<file path="config.mk">
export PLATFORM = sky130hd
export DESIGN_NAME = ishift_arbiter
export DESIGN_NICKNAME = d
export VERILOG_FILES = /design/src/rtl/ishift_arbiter.sv
export SDC_FILE = /design/constraint.sdc
export NUM_CORES = 1
export LEC_CHECK = 0
export ABC_AREA = 1
export CAP_MARGIN = 20
export CORE_AREA = 2 2 86 88
export CTS_CLUSTER_SIZE = 28
export DETAILED_ROUTE_END_ITERATION = 7
export DIE_AREA = 0 0 88 90
export DONT_BUFFER_PORTS = 1
export GPL_TIMING_DRIVEN = 1
export PLACE_DENSITY = 0.71
export SLEW_MARGIN = 10
export SYNTH_ARGS = -nofsm -noshare
export SYNTH_HDL_FRONTEND = slang
export SYNTH_SLANG_ARGS = --single-unit
</file>
<file path="constraint.sdc">
create_clock -name clk_i -period 2.5 [get_ports clk_i]
set_clock_uncertainty 0.1 [all_clocks]
set_input_delay 0.25 -clock clk_i [delete_from_list [all_inputs] [get_ports clk_i]]
set_output_delay 0.25 -clock clk_i [all_outputs]
set_load 0.05 [all_outputs]
</file>
<file path="src/rtl/ishift_arbiter.sv">
// Round-robin front end sharing one iterative shifter among NREQ requesters.
// Grants one requester, issues a single go pulse and returns the result with a done strobe.
module ishift_arbiter #(
   parameter int WIDTH = 32,
   parameter int NREQ  = 2
) (
   input  logic                    clk_i,
   input  logic                    arst_i,
   input  logic [NREQ-1:0]         req_i,
   input  logic [3*NREQ-1:0]       fmt_i,
   input  logic [6*NREQ-1:0]       cnt_i,
   input  logic [WIDTH*NREQ-1:0]   a_i,
   output logic [NREQ-1:0]         gnt_o,
   output logic [NREQ-1:0]         done_o,
   output logic [WIDTH-1:0]        y_o,
   output logic                    busy_o,
   output logic                    sh_go_o,
   output logic [2:0]              sh_fmt_o,
   output logic [5:0]              sh_cnt_o,
   output logic [WIDTH-1:0]        sh_a_o,
   input  logic                    sh_busy_i,
   input  logic [WIDTH-1:0]        sh_y_i
);

   localparam int PW = $clog2(NREQ);
   localparam logic [NREQ-1:0] ONE = {{(NREQ-1){1'b0}}, 1'b1};

   typedef enum logic [1:0] {
      IDLE,
      ISSUE,
      WAIT
   } state_e;

   state_e            state_q;
   logic [PW-1:0]     ptr_q;
   logic [PW-1:0]     win;
   logic [NREQ-1:0]   done_q;
   logic              go_q;
   logic [WIDTH-1:0]  y_q;
   logic [2:0]        fmt_q;
   logic [5:0]        cnt_q;
   logic [WIDTH-1:0]  a_q;

   // Scan from the farthest slot back to ptr+1 so the nearest hit wins.
   always_comb begin
      win = ptr_q;
      for (int i = NREQ; i >= 1; i--) begin
         int j;
         j = int'(ptr_q) + i;
         if (j >= NREQ) j = j - NREQ;
         if (req_i[j]) win = PW'(j);
      end
   end

   assign gnt_o = (state_q == IDLE && !arst_i && req_i != '0)
                  ? (ONE << win) : '0;

   always_ff @(posedge clk_i or posedge arst_i) begin
      if (arst_i) begin
         state_q <= IDLE;
         ptr_q   <= PW'(NREQ - 1);
         done_q  <= '0;
         go_q    <= 1'b0;
         y_q     <= '0;
         fmt_q   <= '0;
         cnt_q   <= '0;
         a_q     <= '0;
      end else begin
         done_q <= '0;
         go_q   <= 1'b0;
         unique case (state_q)
            IDLE: begin
               if (req_i != '0) begin
                  ptr_q   <= win;
                  fmt_q   <= fmt_i[3*int'(win) +: 3];
                  cnt_q   <= cnt_i[6*int'(win) +: 6];
                  a_q     <= a_i[WIDTH*int'(win) +: WIDTH];
                  go_q    <= 1'b1;
                  state_q <= ISSUE;
               end
            end
            ISSUE: begin
               state_q <= WAIT;
            end
            WAIT: begin
               // The shifter raises busy on the edge that sees go, so it is valid here.
               if (!sh_busy_i) begin
                  y_q     <= sh_y_i;
                  done_q  <= ONE << ptr_q;
                  state_q <= IDLE;
               end
            end
            default: state_q <= IDLE;
         endcase
      end
   end

   assign done_o   = done_q;
   assign y_o      = y_q;
   assign busy_o   = (state_q != IDLE);
   assign sh_go_o  = go_q;
   assign sh_fmt_o = fmt_q;
   assign sh_cnt_o = cnt_q;
   assign sh_a_o   = a_q;

endmodule

</file>
Yosys cells after proc, flatten, opt, wreduce, memory -nomap -nowiden
Cells that the tools add are included.
- add/sub/neg operators: 4
- $mul: 2
- order comparisons: 4
- equal/unequal tests: 4
- shift-type cells: 5
- muxes and demuxes: 18
- bitwise gates (word level): 1
- reduce and logical (&&, ||, !) cells: 9
- operators by type and width (operator ; count):
    $lt A32 B3 Y1 const B ; 2
    $mux W32 ; 2
    $shiftx A64 B7 Y32 ; 1
    $shiftx A12 B5 Y6 ; 1
    $mux W1 ; 10
    $mux W2 ; 5
    $mul A2 B1 Y3 const A ; 2
    $pmux W2 S3 ; 1
    $reduce_and A2 Y1 ; 3
    $shiftx A6 B4 Y3 ; 1
    $reduce_bool A2 Y1 ; 2
    $shl A1 B1 Y2 const A ; 2
    $sub A3 B2 Y4 const B ; 1
    $add A1 B2 Y3 const B ; 1
    $ge A3 B2 Y1 const B ; 1
    $sub A2 B2 Y3 const B ; 1
    $add A1 B1 Y2 const B ; 1
    $eq A2 B1 Y1 const B ; 1
    $eq A2 B2 Y1 const B ; 1
    $ge A2 B2 Y1 const B ; 1
    $logic_and A1 B1 Y1 ; 2
    $logic_not A2 Y1 ; 1
    $ne A2 B1 Y1 const B ; 1
    $ne A2 B2 Y1 const B ; 1
    other kinds (2) ; 2
- flip-flop bits (word level): 79
- input port bits: 119
- output and inout bits: 79
- word-level logic and storage cells: 55

Longest topological paths before layout
Gate-level depths: netlist (run 1).
- depth in word-level cells: 10
- gate-level depth with buffers: 7
- mapped depth without buffers: 6

Least setup slack after synthesis (run 1)
No wires, ideal clock.
- kind: register to output
- start: reg ptr_q
- end: out gnt_o[1]
- arrival time: 1.608 ns
- required time: 2.150 ns
- setup slack: 0.542 ns
- cell stages (with the launch flop): 6
- buffers on the path: 1
- cells stage by stage: dfstp_2 inv_2 nand2_2 buf_2 nand3_1 nor2_1
- word-level cells in the longest chain between the ends: 10
- elaborated cells between the ends (all ways): 18
- those cells by class: add/sub (4); order compare (2); shift (1); mux (11)
- RTL lines (element ; RTL line ; text):
    from (decl) ; 35 ; logic [PW-1:0] ptr_q;
    from (signal assigned) ; 61 ; ptr_q <= PW'(NREQ - 1);
    from (signal assigned) ; 74 ; ptr_q <= win;
    $add A1 B2 Y3 ; 49 ; j = int'(ptr_q) + i;
    $sub A3 B2 Y4 or $ge A3 B2 Y1 (tied branches) ; 50 ; if (j >= NREQ) j = j - NREQ;
    $mux W32 ; 50 ;
    $mux W1 (implied by the code) (3 in a row) ; 51 ; if (req_i[j]) win = PW'(j);
    $mux W1 ; 51 ;
    $mux W1 * ; 51 ;
    $shl A1 B1 Y2 * ; 56 ; ? (ONE << win) : '0;
    $mux W2 * ; 56 ;
    to (decl) ; 13 ; output logic [NREQ-1:0] gnt_o,
Mark *: on every way between the ends. The rest lies on a longest branch, timed or not. The select of a mux whose other input is x is not followed.

Final worst setup path (run 1)
- start: reg state_q[1]
- end: out gnt_o[1]
- word-level cells in the longest chain between the ends: 4
- RTL lines (element ; RTL line ; text):
    from (decl) ; 34 ; state_e state_q;
    from (signal assigned) ; 60 ; state_q <= IDLE;
    from (signal assigned) ; 79 ; state_q <= ISSUE;
    from (signal assigned) ; 83 ; state_q <= WAIT;
    $logic_not A2 Y1 ; 55 ; assign gnt_o = (state_q == IDLE && !arst_i && req_i != '0)
    $logic_and A1 B1 Y1 (2 in a row) ; 55 ;
    $mux W2 ; 56 ;
No other way between the ends.

==> metrics.txt, run 1 <==
die height 90 um; Overflow after GRT 0; clock network power share 0.112; CP Class reg2out; sequential power share 0.621; CTS Sinks 79; n_diodes 0; post-synthesis sequential area ratio 0.507; slack of the critical path 0.296 ns; final worst path period need 2.20 ns; DR pass1 iterations 5; Tcrit/Tclk final 0.882; RSZ-0062 raised after global routing false; Final Slew Violations 0; pwr dens 1570 mW/mm2; sw frac 0.593; DIE AREA 0.00792 mm2; Achievable Freq 454 MHz; register bit count reported by yosys 79; Worst-Skew Late Latency 0.33 ns; required time worst endpoint 2.15 ns; Ys Warns 0; commonest non-fill, non-tap cell in the layout nand2_1; # DRC 0; clock slew at reported path FFs 0.08 ns; syn avg cell area 8.13 um2; Layout area overhead 13.9%; endpoints failing setup 0; mapped cell area 0.00390 mm2; CP endpoint kind primary output; vias 3324; CTS Buf Count 9; post-CTS setup buffers 0; Gate power share 0.266; Syn Nets 599; hpwl dp 6.15 mm; htree depth 3; most frequent cells in the layout nand2_1 (148), nand3_1 (117), dfrtp_1 (78); worst-path maximum fanout 24; Rel. slew slack 0.517; initial antenna violation count 0; crit path DAT 1.85 ns; P_leak 2.37 nW; vias in the first global route 3283; first-pass GRT wire length 16.1 mm; hold_ws 0.0305 ns; GR Util All Layers 0.261; Nets 623; CP Launch Type flip-flop; Routed WL per cell 16.6 um; Internal 2.83 mW; Peak VDD IR 0.894 mV; layout cells sized above 1 0.0692; initial core utilization 0.556; Max-cap violations 0; DR vias/cell 5.49; Die X 88 um; post-synth cell types 20; clock tree buffer depth 2; Psw 4.12 mW; CTS tree built; TNS Setup 0 ns; status finished clean; Root Buffer clkbuf_8; Post-Route WL 10.0 mm; global placer's final weighted congestion 0.829; Syn Inst Count 480; DRT antenna net count 0; Place WS 0.692 ns; IO Count 198; min-delay worst type in2reg; drt initial violations 232; Hold Vio Cnt, Final 0; # rows 31; pin count of the biggest net entering global routing 43; measured slew at the worst slew-check pin 0.724 ns; number of port buffers 0; core area 0.00702 mm2
## critical path, stage by stage (launching register included)
cell and delay [ns]:
dfrtp_1 0.40, inv_2 0.11, nand2_4 0.16, nor2_8 0.34, nand3_1 0.15, nor2_1 0.14
buf_4 0.21
## kinds of logic (layout without fill, tap and decap cells)
group | count (synthesis) | in the layout | share of synthesized area
AO/OA/AOI/OAI | 2 | 2 | 0.00257
buffers and inverters | 81 | 107 | 0.0971
flip-flops | 79 | 79 | 0.507
AND/OR/NAND/NOR | 318 | 318 | 0.393
## worst paths after layout
path | startpoint | end | slack [ns] | cells after the start
min in group asynchronous | arst_i | done_o[1]$_DFF_PP0_ | 0.39 | 2
min | a_i[9] | sh_a_o[9]$_DFFE_PP0P_ | 0.03 | 3
max | state_q[1]$_DFFE_PP0P_ | gnt_o[1] | 0.30 | 6
min reg2reg | ptr_q$_DFFE_PP1P_ | done_o[0]$_DFF_PP0_ | 0.41 | 1
max in group asynchronous | arst_i | sh_a_o[8]$_DFFE_PP0P_ | 1.25 | 3
max reg2reg | state_q[0]$_DFFE_PP0P_ | y_o[1]$_DFFE_PP0P_ | 0.75 | 5
## flip-flops by register name (all words and copies together) (netlist names)
| signal | flops |
|---|---|
| y_o | 32 |
| done_o | 2 |
| sh_go_o | 1 |
| sh_fmt_o | 3 |
| sh_cnt_o | 6 |
| state_q | 2 |
| ptr_q | 1 |
| sh_a_o | 32 |
## power by group through the flow
stage / Combinational, mW / Clock (mW) / Sequential (mW)
finish: 1.85 / 0.782 / 4.32
global route: 2.13 / 0.870 / 4.38
CTS: 1.85 / 0.810 / 4.31
detailed placement: 1.81 / 0 / 4.33
global placement: 1.75 / 0 / 4.33
floorplan: 1.57 / 0 / 4.19
## layer usage
metal	wire, um	vias to the layer above	part of all wire	track usage
li1	-	1571	-	-
met1	3950	1573	0.39	0.322
met2	5050	164	0.50	0.420
met3	838	16	0.084	0.0771
met4	180	0	0.018	0.115
met5	0	-	0	0
## layout make-up
class	count	area (um2)
fillers	584	2580
clock inverters	2	10.0
flip-flops and latches	79	1980
repair buffers	46	460
multi-input cells	320	1550
well taps	99	124
clock buffers	11	141
inverters	48	184
## what timing repair did
item | CTS | global route
hold buffers | 36 | 0
hold endpoints to repair | 74 | 0
gates resized for setup | 0 | 0
## cell usage after synthesis
| library cell | n | share of area |
|---|---|---|
| dfstp_2 | 1 | 0.0067 |
| dfrtp_1 | 78 | 0.50 |
| nand2_2 | 3 | 0.0048 |
| inv_1 | 44 | 0.042 |
| clkbuf_1 | 2 | 0.0019 |
| nor2_4 | 1 | 0.0029 |
| buf_6 | 4 | 0.012 |
| o21ai_0 | 2 | 0.0026 |
| buf_4 | 4 | 0.0077 |
| nor2_2 | 1 | 0.0016 |
| inv_4 | 1 | 0.0016 |
| nor2_8 | 1 | 0.0051 |
| nand2_4 | 1 | 0.0029 |
| buf_2 | 22 | 0.028 |
| nand3b_1 | 41 | 0.079 |
| nand3_1 | 117 | 0.15 |
| nand2_1 | 148 | 0.14 |
| inv_2 | 3 | 0.0029 |
| buf_1 | 1 | 0.00096 |
| nor2_1 | 5 | 0.0048 |
## stage by stage
step / std cells / cell area [um2] / total power, mW / util
global route: 605 / 4440 / 7.38 / 0.633
CTS: 605 / 4440 / 6.97 / 0.633
finish: 605 / 4440 / 6.95 / 0.633
global placement: 556 / 3930 / 6.08 / 0.560
floorplan: 480 / 3900 / 5.76 / -
detailed placement: 556 / 3930 / 6.14 / 0.560
Power figures use the tool's default switching activity.
==> inputs of run 2 (changes only) <==
CELL_PAD_IN_SITES_DETAIL_PLACEMENT = 0   (was default)
CELL_PAD_IN_SITES_GLOBAL_PLACEMENT = 1   (was default)
CORE_AREA = 2 2 98 100   (was 2 2 86 88)
DIE_AREA = 0 0 100 102   (was 0 0 88 90)
PLACE_DENSITY = 0.77   (was 0.71)
==> run 2 against run 1 <==
Non-clock buffer count is the same. Count of clock-buffer cells in the layout is the same. Critical path depth is the same. Routed wire length is 4.7% higher.
==> metrics.txt, run 2 (same netlist as run 1, synthesis figures left out) <==
die height 102 um; worst-path maximum fanout 31; pwr dens 1580 mW/mm2; initial antenna violation count 0; CP Launch Type flip-flop; crit path DAT 1.93 ns; Overflow after GRT 0; hpwl dp 6.83 mm; hold_ws 0.0252 ns; min-delay worst type in2reg; DIE AREA 0.0102 mm2; Filler cells 898; P_leak 2.37 nW; DR pass1 iterations 4; core area 0.00911 mm2; pin count of the biggest net entering global routing 52; IO Count 198; CP max stage delay 0.43 ns; Peak VDD IR 0.759 mV; Nets 623; # rows 35; post-route cell area 0.00448 mm2; metal2 WL 5.03 mm; Detail Route met3 WL 1.00 mm; critical path's slowest cell nor2_8; Max-cap violations 0; vias 3321; TNS Setup 0 ns; WL met1 4.26 mm; Post-Route WL 10.5 mm; most frequent cells in the layout nand2_1 (148), nand3_1 (117), dfrtp_1 (78); status finished clean; vias in the first global route 3397; Gates resized, CTS repair 0; CP Class reg2out; measured slew at the worst slew-check pin 0.643 ns; clock slew at reported path FFs 0.08 ns; number of port buffers 0; required time worst endpoint 2.15 ns; endpoints failing setup 0; Final Slew Violations 0; Hold Vio Cnt, Final 0; final worst path period need 2.28 ns; CTS tree built; Layout area overhead 14.8%; Achievable Freq 439 MHz; DRT antenna net count 0; CTS Sinks 79; # DRC 0; n_diodes 0; Die X 100 um; Root Buffer clkbuf_8; Routed WL per cell 16.9 um; critical-path cell list inv_2 -> nand2_4 -> nor2_8 -> nand3_1 -> nor2_1 -> buf_4; commonest non-fill, non-tap cell in the layout nand2_1; clock tree buffer depth 2; Tcrit/Tclk final 0.911; global placer's final weighted congestion 0.811; initial core utilization 0.428; CP endpoint kind primary output; first-pass GRT wire length 16.7 mm; Rel. slew slack 0.569; GR Util All Layers 0.209; CTS Buf Count 9; Worst-Skew Late Latency 0.34 ns; DR vias/cell 5.36; DR top layer met4; layout cells sized above 1 0.0727; RSZ-0062 raised after global routing false; Power Total 7.10 mW; drt initial violations 137; placed cell area 0.00393 mm2; htree depth 3
run 2: cell types whose count changed in the layout (fill, tap and decap cells not counted):
| cell | previous run | this run |
|---|---|---|
| buf_12 | 2 | 1 |
| clkinvlp_4 | 0 | 1 |
| bufinv_16 | 0 | 1 |
| clkbuf_8 | 10 | 9 |
| clkbuf_1 | 1 | 2 |
| inv_6 | 0 | 1 |
| buf_4 | 8 | 9 |
run 2: metrics by stage:
step / std cells / worst slack [ns] / utilization
2_1_floorplan: 480 / 0.128 / -
3_3_place_gp: 568 / 0.589 / 0.432
3_5_place_dp: 568 / 0.557 / 0.432
4_1_cts: 619 / 0.181 / 0.491
5_1_grt: 620 / 0.0543 / 0.492
6_report: 620 / 0.222 / 0.492
run 2: area by class of cell:
class / count / area [um2] / area share
clock buffer: 11 / 131 / 0.0293
clock inverter: 5 / 56.3 / 0.0126
inverter: 48 / 184 / 0.0410
multi-input combinational: 320 / 1550 / 0.345
sequential: 79 / 1980 / 0.441
tap: 111 / 139 / 0.0310
timing repair buffer: 46 / 448 / 0.0999
run 2: metal layers:
metal | global-route usage | vias up
li1 | - | 1578
met1 | 0.244 | 1566
met2 | 0.360 | 161
met3 | 0.0725 | 16
met4 | 0.0738 | 0
met5 | 0 | -
run 2: report_power, final:
group / leakage, nW / total (mW) / internal [mW] / switching, mW
Sequential: 0.982 / 4.32 / 1.85 / 2.48
Combinational: 1.30 / 1.84 / 0.603 / 1.24
Clock: 0.0937 / 0.929 / 0.463 / 0.466
run 2: worst max-delay path: cells and delay by family (launching register included):
| family | cells | cell delay [ns] |
|---|---|---|
| AND/OR/NAND/NOR | 4 | 0.88 |
| flip-flops | 1 | 0.40 |
| buffers and inverters | 2 | 0.30 |
run 2: final timing paths:
path / from / endpoint / slack, ns / cells after the start
min in group asynchronous: arst_i / sh_a_o[5]$_DFFE_PP0P_ / 0.30 / 2
worst min register to register: state_q[1]$_DFFE_PP0P_ / state_q[1]$_DFFE_PP0P_ / 0.43 / 1
worst max-delay path: state_q[1]$_DFFE_PP0P_ / gnt_o[1] / 0.22 / 6
worst max register to register: state_q[1]$_DFFE_PP0P_ / sh_cnt_o[0]$_DFFE_PP0P_ / 0.69 / 6
worst min-delay path: a_i[11] / sh_a_o[11]$_DFFE_PP0P_ / 0.03 / 3
max in group asynchronous: arst_i / ptr_q$_DFFE_PP1P_ / 1.33 / 3
run 2: what timing repair did:
| item | CTS | global route |
|---|---|---|
| hold endpoints to repair | 62 | 1 |
| buffers inserted | 0 | 0 |
| hold buffers | 35 | 1 |
